$ cat src/rtl/pc_sequencer.sv
// Fetch-stage program-counter sequencer: sequential step, stall hold,
// absolute/relative redirects and a circular return-address stack.
module pc_sequencer #(
    parameter int ADDR_W    = 8,
    parameter int STEP      = 1,
    parameter int RAS_DEPTH = 4,
    parameter int RESET_PC  = 0
) (
    input  logic                           clk,
    input  logic                           rst,
    input  logic                           stall,
    input  logic                           redirect_valid,
    input  logic [1:0]                     redirect_mode,
    input  logic [ADDR_W-1:0]              redirect_target,
    input  logic [ADDR_W-1:0]              redirect_offset,
    input  logic                           clear_err,
    output logic [ADDR_W-1:0]              pc,
    output logic [ADDR_W-1:0]              pc_next,
    output logic [$clog2(RAS_DEPTH+1)-1:0] ras_count,
    output logic                           ras_full,
    output logic                           ras_empty,
    output logic                           ras_overflow,
    output logic                           ras_underflow
);

    localparam int CNT_W = $clog2(RAS_DEPTH + 1);
    localparam int PTR_W = (RAS_DEPTH > 1) ? $clog2(RAS_DEPTH) : 1;
    localparam logic [ADDR_W-1:0] STEP_V  = ADDR_W'(STEP);
    localparam logic [ADDR_W-1:0] RESET_V = ADDR_W'(RESET_PC);
    localparam logic [PTR_W-1:0]  PTR_MAX = PTR_W'(RAS_DEPTH - 1);
    localparam logic [CNT_W-1:0]  CNT_MAX = CNT_W'(RAS_DEPTH);

    logic [ADDR_W-1:0] r_pc;
    logic [ADDR_W-1:0] r_ras [RAS_DEPTH];
    logic [PTR_W-1:0]  r_wp;
    logic [CNT_W-1:0]  r_cnt;
    logic              r_ovf;
    logic              r_unf;

    logic [ADDR_W-1:0] w_seq;
    logic [ADDR_W-1:0] w_pc_next;
    logic [PTR_W-1:0]  w_rd_ptr;
    logic [PTR_W-1:0]  w_wp_inc;
    logic              w_full;
    logic              w_empty;
    logic              w_push;
    logic              w_pop;
    logic              w_set_ovf;
    logic              w_set_unf;

    assign w_seq    = r_pc + STEP_V;
    assign w_full   = (r_cnt == CNT_MAX);
    assign w_empty  = (r_cnt == {CNT_W{1'b0}});
    // r_wp names the next slot to write; the newest entry sits just below it.
    assign w_rd_ptr = (r_wp == {PTR_W{1'b0}}) ? PTR_MAX : (r_wp - PTR_W'(1));
    assign w_wp_inc = (r_wp == PTR_MAX) ? {PTR_W{1'b0}} : (r_wp + PTR_W'(1));

    // Next-PC selection and RAS push/pop/error decode.
    always_comb begin
        w_pc_next = r_pc;
        w_push    = 1'b0;
        w_pop     = 1'b0;
        w_set_ovf = 1'b0;
        w_set_unf = 1'b0;
        if (redirect_valid) begin
            case (redirect_mode)
                2'b00: w_pc_next = redirect_target;
                2'b01: w_pc_next = r_pc + redirect_offset;
                2'b10: begin
                    w_pc_next = redirect_target;
                    w_push    = 1'b1;
                    w_set_ovf = w_full;
                end
                2'b11: begin
                    if (w_empty) begin
                        w_pc_next = redirect_target;
                        w_set_unf = 1'b1;
                    end else begin
                        w_pc_next = r_ras[w_rd_ptr];
                        w_pop     = 1'b1;
                    end
                end
                default: w_pc_next = r_pc;
            endcase
        end else if (stall) begin
            w_pc_next = r_pc;
        end else begin
            w_pc_next = w_seq;
        end
    end

    // PC, stack pointer, occupancy and sticky error state.
    always_ff @(posedge clk or posedge rst) begin
        if (rst) begin
            r_pc  <= RESET_V;
            r_wp  <= {PTR_W{1'b0}};
            r_cnt <= {CNT_W{1'b0}};
            r_ovf <= 1'b0;
            r_unf <= 1'b0;
        end else begin
            r_pc  <= w_pc_next;
            r_ovf <= w_set_ovf | (r_ovf & ~clear_err);
            r_unf <= w_set_unf | (r_unf & ~clear_err);
            if (w_push) begin
                r_wp <= w_wp_inc;
                if (!w_full) begin
                    r_cnt <= r_cnt + CNT_W'(1);
                end
            end else if (w_pop) begin
                r_wp  <= w_rd_ptr;
                r_cnt <= r_cnt - CNT_W'(1);
            end
        end
    end

    // Return-address storage; contents are don't-care after reset.
    always_ff @(posedge clk) begin
        if (w_push && !rst) begin
            r_ras[r_wp] <= w_seq;
        end
    end

    assign pc            = r_pc;
    assign pc_next       = w_pc_next;
    assign ras_count     = r_cnt;
    assign ras_full      = w_full;
    assign ras_empty     = w_empty;
    assign ras_overflow  = r_ovf;
    assign ras_underflow = r_unf;

endmodule

$ cat config.mk
export PLATFORM = sky130hd
export DESIGN_NAME = pc_sequencer
export DESIGN_NICKNAME = d
export VERILOG_FILES = /design/src/rtl/pc_sequencer.sv
export SDC_FILE = /design/constraint.sdc
export NUM_CORES = 1
export LEC_CHECK = 0
export ABC_AREA = 1
export CELL_PAD_IN_SITES_DETAIL_PLACEMENT = 2
export CELL_PAD_IN_SITES_GLOBAL_PLACEMENT = 2
export CORE_ASPECT_RATIO = 1.25
export CORE_MARGIN = 3
export CORE_UTILIZATION = 32
export CTS_CLUSTER_SIZE = 14
export DETAILED_ROUTE_END_ITERATION = 12
export MAX_ROUTING_LAYER = met4
export PLACE_DENSITY = 0.84
export SYNTH_ARGS = -nofsm -noshare
export SYNTH_HDL_FRONTEND = slang
export SYNTH_SLANG_ARGS = --single-unit
$ cat constraint.sdc
create_clock -name clk -period 3.4 [get_ports clk]
set_clock_uncertainty 0.05 [all_clocks]
set_input_delay 1.02 -clock clk [delete_from_list [all_inputs] [get_ports clk]]
set_output_delay 1.02 -clock clk [all_outputs]
set_load 0.05 [all_outputs]
=== Word level (Yosys, flattened, before mapping) ===
Memories as Yosys holds them, arrays and structs flattened.
Cells that the tools add are included.

* Memories kept: 1
* Bits of input ports: 23
* Logic and storage cells: 54
* Bits in writable memories: 32
* Flip-flop bits (word level): 15
* Output and inout port bits: 23

{| class="wikitable"
|+ Memory list
! name !! words !! bits a word !! rd ports !! clocked after memory_dff !! write ports !! line !! text
|-
| r_ras || 4 || 8 || 1 || 0 || 1 || 34 || <nowiki>logic [ADDR_W-1:0] r_ras [RAS_DEPTH];</nowiki>
|}

* Equality and inequality tests: 6
* $add $sub $neg: 6
* Reduce and logical (&&, ||, !) cells: 8
* Multiplexer cells: 23
* Bitwise logic cells: 5

{| class="wikitable"
|+ Operators with widths
! kind !! number
|-
| $mux W8 || 3
|-
| $pmux W8 S3 || 1
|-
| $mux W1 || 12
|-
| $mux W3 || 3
|-
| $add A8 B1 Y8 const B || 1
|-
| $add A8 B8 Y8 || 1
|-
| $mux W2 || 4
|-
| $eq A2 B2 Y1 const B || 3
|-
| $logic_not A2 Y1 || 2
|-
| $add A3 B1 Y3 const B || 1
|-
| $eq A3 B3 Y1 const B || 1
|-
| $logic_not A3 Y1 || 1
|-
| $sub A3 B1 Y3 const B || 1
|-
| $add A2 B1 Y2 const B || 1
|-
| $and A1 B1 Y1 || 2
|-
| $eq A2 B1 Y1 const B || 1
|-
| $ne A2 B2 Y1 const B || 1
|-
| $or A1 B1 Y1 || 2
|-
| $reduce_and A2 Y1 || 1
|-
| $reduce_bool A2 Y1 || 1
|-
| $reduce_or A2 Y1 || 1
|-
| $sub A2 B1 Y2 const B || 1
|-
| $logic_and A1 B1 Y1 || 1
|-
| $logic_not A1 Y1 || 1
|-
| $not A1 Y1 || 1
|}

=== Depth between registers and ports, before layout ===
Gate-level depths: netlist (run 1).

* Depth after elaboration: 6
* Mapped depth: 12
* Depth with buffers taken out: 12

=== Worst setup path after synthesis (run 1) ===
No wires, ideal clock.

* Path kind: input to output
* From: input redirect_offset[0]
* To: output pc_next[4]
* Stages: 11
* Path slack: -0.123 ns
* Path buffers: 0
* Arrival time: 2.453 ns
* Cells stage by stage: ha_1 -> inv_1 -> fa_1 -> inv_1 -> nand2_1 -> nand2_1 -> xor2_1 -> nand2_1 -> nand3_1 -> nand2_1 -> nand2_1

* Cells in the longest elaborated chain, start to end: 3

{| class="wikitable"
|+ Ends and longest elaborated chain
! item !! line !! text
|-
| start: declaration || 15 || <nowiki>input logic [ADDR_W-1:0] redirect_offset,</nowiki>
|-
| $add A8 B8 Y8 || 68 || <nowiki>2'b01: w_pc_next = r_pc + redirect_offset;</nowiki>
|-
| $pmux W8 S3 || 66 || <nowiki>case (redirect_mode)</nowiki>
|-
| $mux W8 || 65 || <nowiki>if (redirect_valid) begin</nowiki>
|-
| end: declaration || 18 || <nowiki>output logic [ADDR_W-1:0] pc_next,</nowiki>
|}

No other way between the ends.

=== Final worst setup path (run 1) ===
Ends and elaborated chain as after synthesis.

==> results of run 1 <==
per-stage QoR:
step	total power [uW]	hold WS [ps]	setup TNS, ps	setup slack [ps]	area [um2]
final	3428	542.6	-1091	-255.7	4194
after global routing	3563	586.2	-1494	-318.9	4194
after CTS	3013	513.3	-351.3	-135.3	3921
after detailed placement	2432	487.9	-3906	-641.4	3576
after global placement	2322	473.1	-3212	-559.1	3576
after floorplan	1779	529.7	-6.074	-4.317	2716
power breakdown:
part           internal [uW]  switching, uW
Sequential               723            126
Clock                    154            268
Combinational            795           1360
worst max path at each step:
stage | from | to | slack [ps]
after floorplan | redirect_offset[0] | pc_next[4] | -4
final | redirect_offset[0] | pc_next[4] | -260
after CTS | redirect_offset[0] | pc_next[4] | -140
after global placement | redirect_offset[0] | pc_next[4] | -560
after detailed placement | redirect_offset[0] | pc_next[6] | -640
after global routing | redirect_offset[0] | pc_next[6] | -320
tightest hold or removal path: stages (launching register included):
cell and delay (ps):
sky130_fd_sc_hd__dfrtp_1 420, sky130_fd_sc_hd__inv_1 70, sky130_fd_sc_hd__o22ai_1 70
sequential cells by signal, indices dropped and copies added, names as in the netlist:
signal         count
pc                 8
r_ras             32
r_wp               2
ras_count          3
ras_overflow       1
ras_underflow      1
cell type report:
class / instances / area, um2
multi-input combinational: 218 / 1535
clock buffer: 5 / 68.82
timing repair buffer: 96 / 928.4
tap: 95 / 118.9
fill: 820 / 3824
inverter: 46 / 176.4
sequential: 47 / 1339
clock inverter: 3 / 27.53
per-layer routing:
layer	vias to the layer above	wire [um]	GRT usage	part of all wire
li1	1218	-	-	-
met1	1499	6038	0.3265	0.40
met5	-	0	-	0
met4	0	678	0.1069	0.045
met2	130	7735	0.5187	0.51
met3	49	609	0.03477	0.040
logic make-up (layout without fill, tap and decap cells):
family / Yosys count / after routing / synth area share
xor gates and xnor gates: 13 / 13 / 0.04203
and+or+nand+nor: 166 / 167 / 0.2702
DFF: 47 / 47 / 0.4933
adders and majority gates: 14 / 14 / 0.07021
AOI/OAI and AO/OA: 24 / 24 / 0.05035
buffers and inverters: 51 / 150 / 0.07390
cell usage in the layout, fill, tap and decap left out, types with 8 or more instances in the layout:
| master | instances |
|---|---|
| sky130_fd_sc_hd__nand2_2 | 20 |
| sky130_fd_sc_hd__clkdlybuf4s50_1 | 27 |
| sky130_fd_sc_hd__nand2_4 | 11 |
| sky130_fd_sc_hd__dfrtp_1 | 13 |
| sky130_fd_sc_hd__inv_1 | 34 |
| sky130_fd_sc_hd__buf_12 | 10 |
| sky130_fd_sc_hd__nand3_1 | 34 |
| sky130_fd_sc_hd__inv_2 | 10 |
| sky130_fd_sc_hd__nor2_1 | 8 |
| sky130_fd_sc_hd__xor2_1 | 9 |
| sky130_fd_sc_hd__buf_4 | 44 |
| sky130_fd_sc_hd__nand2_1 | 73 |
| sky130_fd_sc_hd__edfxtp_1 | 32 |
what timing repair did:
action                                  CTS  global route
resized for setup                        85            40
pin swaps                                29            27
setup buffers                             6            15
endpoints found under the setup margin    8             8
gates cloned                              0             1
==> results.py, run 1 <==
metrics = {
    "clock_tree": {
        "tritoncts_num_sinks": 47,
        "clock-root-buffer": "sky130_fd_sc_hd__clkbuf_8",
        "clk_transition_reported_paths_ps": 110,
        "cts_htree_levels": 2,
        "cts_max_path_buffers": 2,
        "worstSkewPairLatency_ps": 330,
        "cts_hold_buffers": 0,
        "tritoncts.num_buffers": 5,
        "clock_tree_from_tritoncts": "built",
    },
    "critical_path": {
        "regToRegEndpoint": "pc[6]$_DFF_PP0_",
        "startpoint_type": "input pin",
        "crit_buf_inv": 4,
        "crit_family": "adder cells",
        "r2r_cells": 9,
        "cp_slowest_stage_delay_ps": 360,
        "timing.critical_path.fanout_max": 2,
        "timing.critical_path.arrival_ps": 2590,
        "crit_path_end_kind": "primary output",
        "worstPathCellList": "buf_8 > ha_4 > inv_2 > fa_2 > inv_2 > nand2_2 > nand2_2 > xor2_1 > nand2_1 > nand3_1 > nand2_1 > nand2_2 > buf_12",
        "critical_path_class": "in -> out",
        "cpMaxStageDelayCell": "sky130_fd_sc_hd__fa_2",
        "rr_startpoint": "pc[0]$_DFF_PP0_",
        "rrSetupSlack_ps": 1080,
        "crit_required_ps": 2330,
        "critical_path.most_common_cell": "sky130_fd_sc_hd__nand2_2",
        "worstSetupPathDepth": 13,
    },
    "pwr": {
        "leakagePower_uw": 0.001878,
        "pwr_density_cell_mw_per_mm2": 817.5,
        "vdd.ir_drop.worst_v": 0.0004207,
    },
    "status": {
        "run_status": "complete, but fails checks",
        "failed_checks": "setup timing",
    },
    "global_routing": {
        "grt_antenna_before_repair": 0,
        "gr-total-overflow": 0,
        "largest_net_degree_at_the_start_of_global_routing": 18,
        "grt_pass1_vias": 3137,
        "grtUsageTotal": 0.2895,
        "grt_pass1_wl_um": 19440,
    },
    "floorplanning": {
        "coreArea_mm2": 0.008018,
        "die-area_mm2": 0.009612,
        "initial_core_utilization": 0.3379,
        "number_of_rows_created_at_floorplan": 36,
        "die_x_um": 88.29,
        "num_io_pins": 46,
        "die_h_um": 108.9,
    },
    "timing": {
        "timing.final.setup_violations": 8,
        "finalCriticalPeriod_ps": 3656,
        "max-slew-margin-rel": 0.6395,
        "maxClockFrequency_ghz": 0.2735,
        "drv_slew": 0,
        "timing.final.crit_share": 1.075,
        "finalHoldViolations": 0,
        "grt_setup_unrepaired": "yes",
        "tightestPinTransition_ps": 539.1,
        "final_critical_path_setup_slack_ps": -255.7,
    },
    "routing": {
        "wire_per_inst_um": 29.53,
        "drt-total-wl_um": 15060,
        "detail_route.drc_violations": 0,
        "drt_iter0_drc": 248,
        "vias": 2896,
        "antenna_violating_nets_post_route": 0,
        "vias_per_cell": 5.678,
        "detail_route.first_pass.iterations": 4,
    },
    "logic_synthesis": {
        "synth_top_flop_cell": "sky130_fd_sc_hd__edfxtp_1",
        "synth_edf_count": 32,
        "avgSynthCellArea_um2": 8.600,
        "synth-warning-count": 0,
        "postSynthNetCount": 352,
        "post-synth-top-count-cell": "sky130_fd_sc_hd__nand2_1",
        "netlist_instances": 315,
        "largest_cells_by_area_after_synthesis": "sky130_fd_sc_hd__edfxtp_1 (35%), sky130_fd_sc_hd__nand2_1 (14%), sky130_fd_sc_hd__dfrtp_1 (14%), sky130_fd_sc_hd__nand3_1 (7.6%), sky130_fd_sc_hd__inv_1 (6.1%)",
        "ys_async_sr_fraction": 0.3191,
        "yosys.area.top_type": "sky130_fd_sc_hd__edfxtp_1",
        "synthTopCellsByCount": "sky130_fd_sc_hd__nand2_1 (102), sky130_fd_sc_hd__inv_1 (44), sky130_fd_sc_hd__nand3_1 (41)",
        "post_synth_num_cell_types": 31,
        "syn-cell-area_mm2": 0.002709,
        "synthDominantCellAreaShare": 0.3547,
        "ys_seq_area_frac": 0.4933,
        "postSynthRegisterBits": 47,
    },
    "placed_design": {
        "placement.io_buffers": 45,
        "dpl.hpwl_um": 7704,
        "post-place-cells": 480,
        "routability_driven_placement_congestion_ratio": 0.8332,
    },
    "hold_path": {
        "worstHoldPathCells": 2,
        "timing.hold.worst.start": "ras_underflow$_DFF_PP0_",
        "whs_endpoint": "ras_underflow$_DFF_PP0_",
        "timing.hold.worst.class": "reg -> reg",
    },
    "cells_and_area": {
        "final_net_count": 451,
        "finish.utilization": 0.5231,
        "fin_cells": 510,
        "antennaDiodeCount": 0,
        "drive_gt1_frac": 0.3687,
        "synthToLayoutAreaGrowth_pct": 54.83,
    },
    "run": {
        "maxcap_violations": 0,
    },
}
(Power assumes the default switching activity.)
==> run 2: changes to the inputs <==
Settings changed: GPL_TIMING_DRIVEN from default to 1.
==> results of run 2 <==
The final DEF is identical to that of run 1; final timing and power are the same.
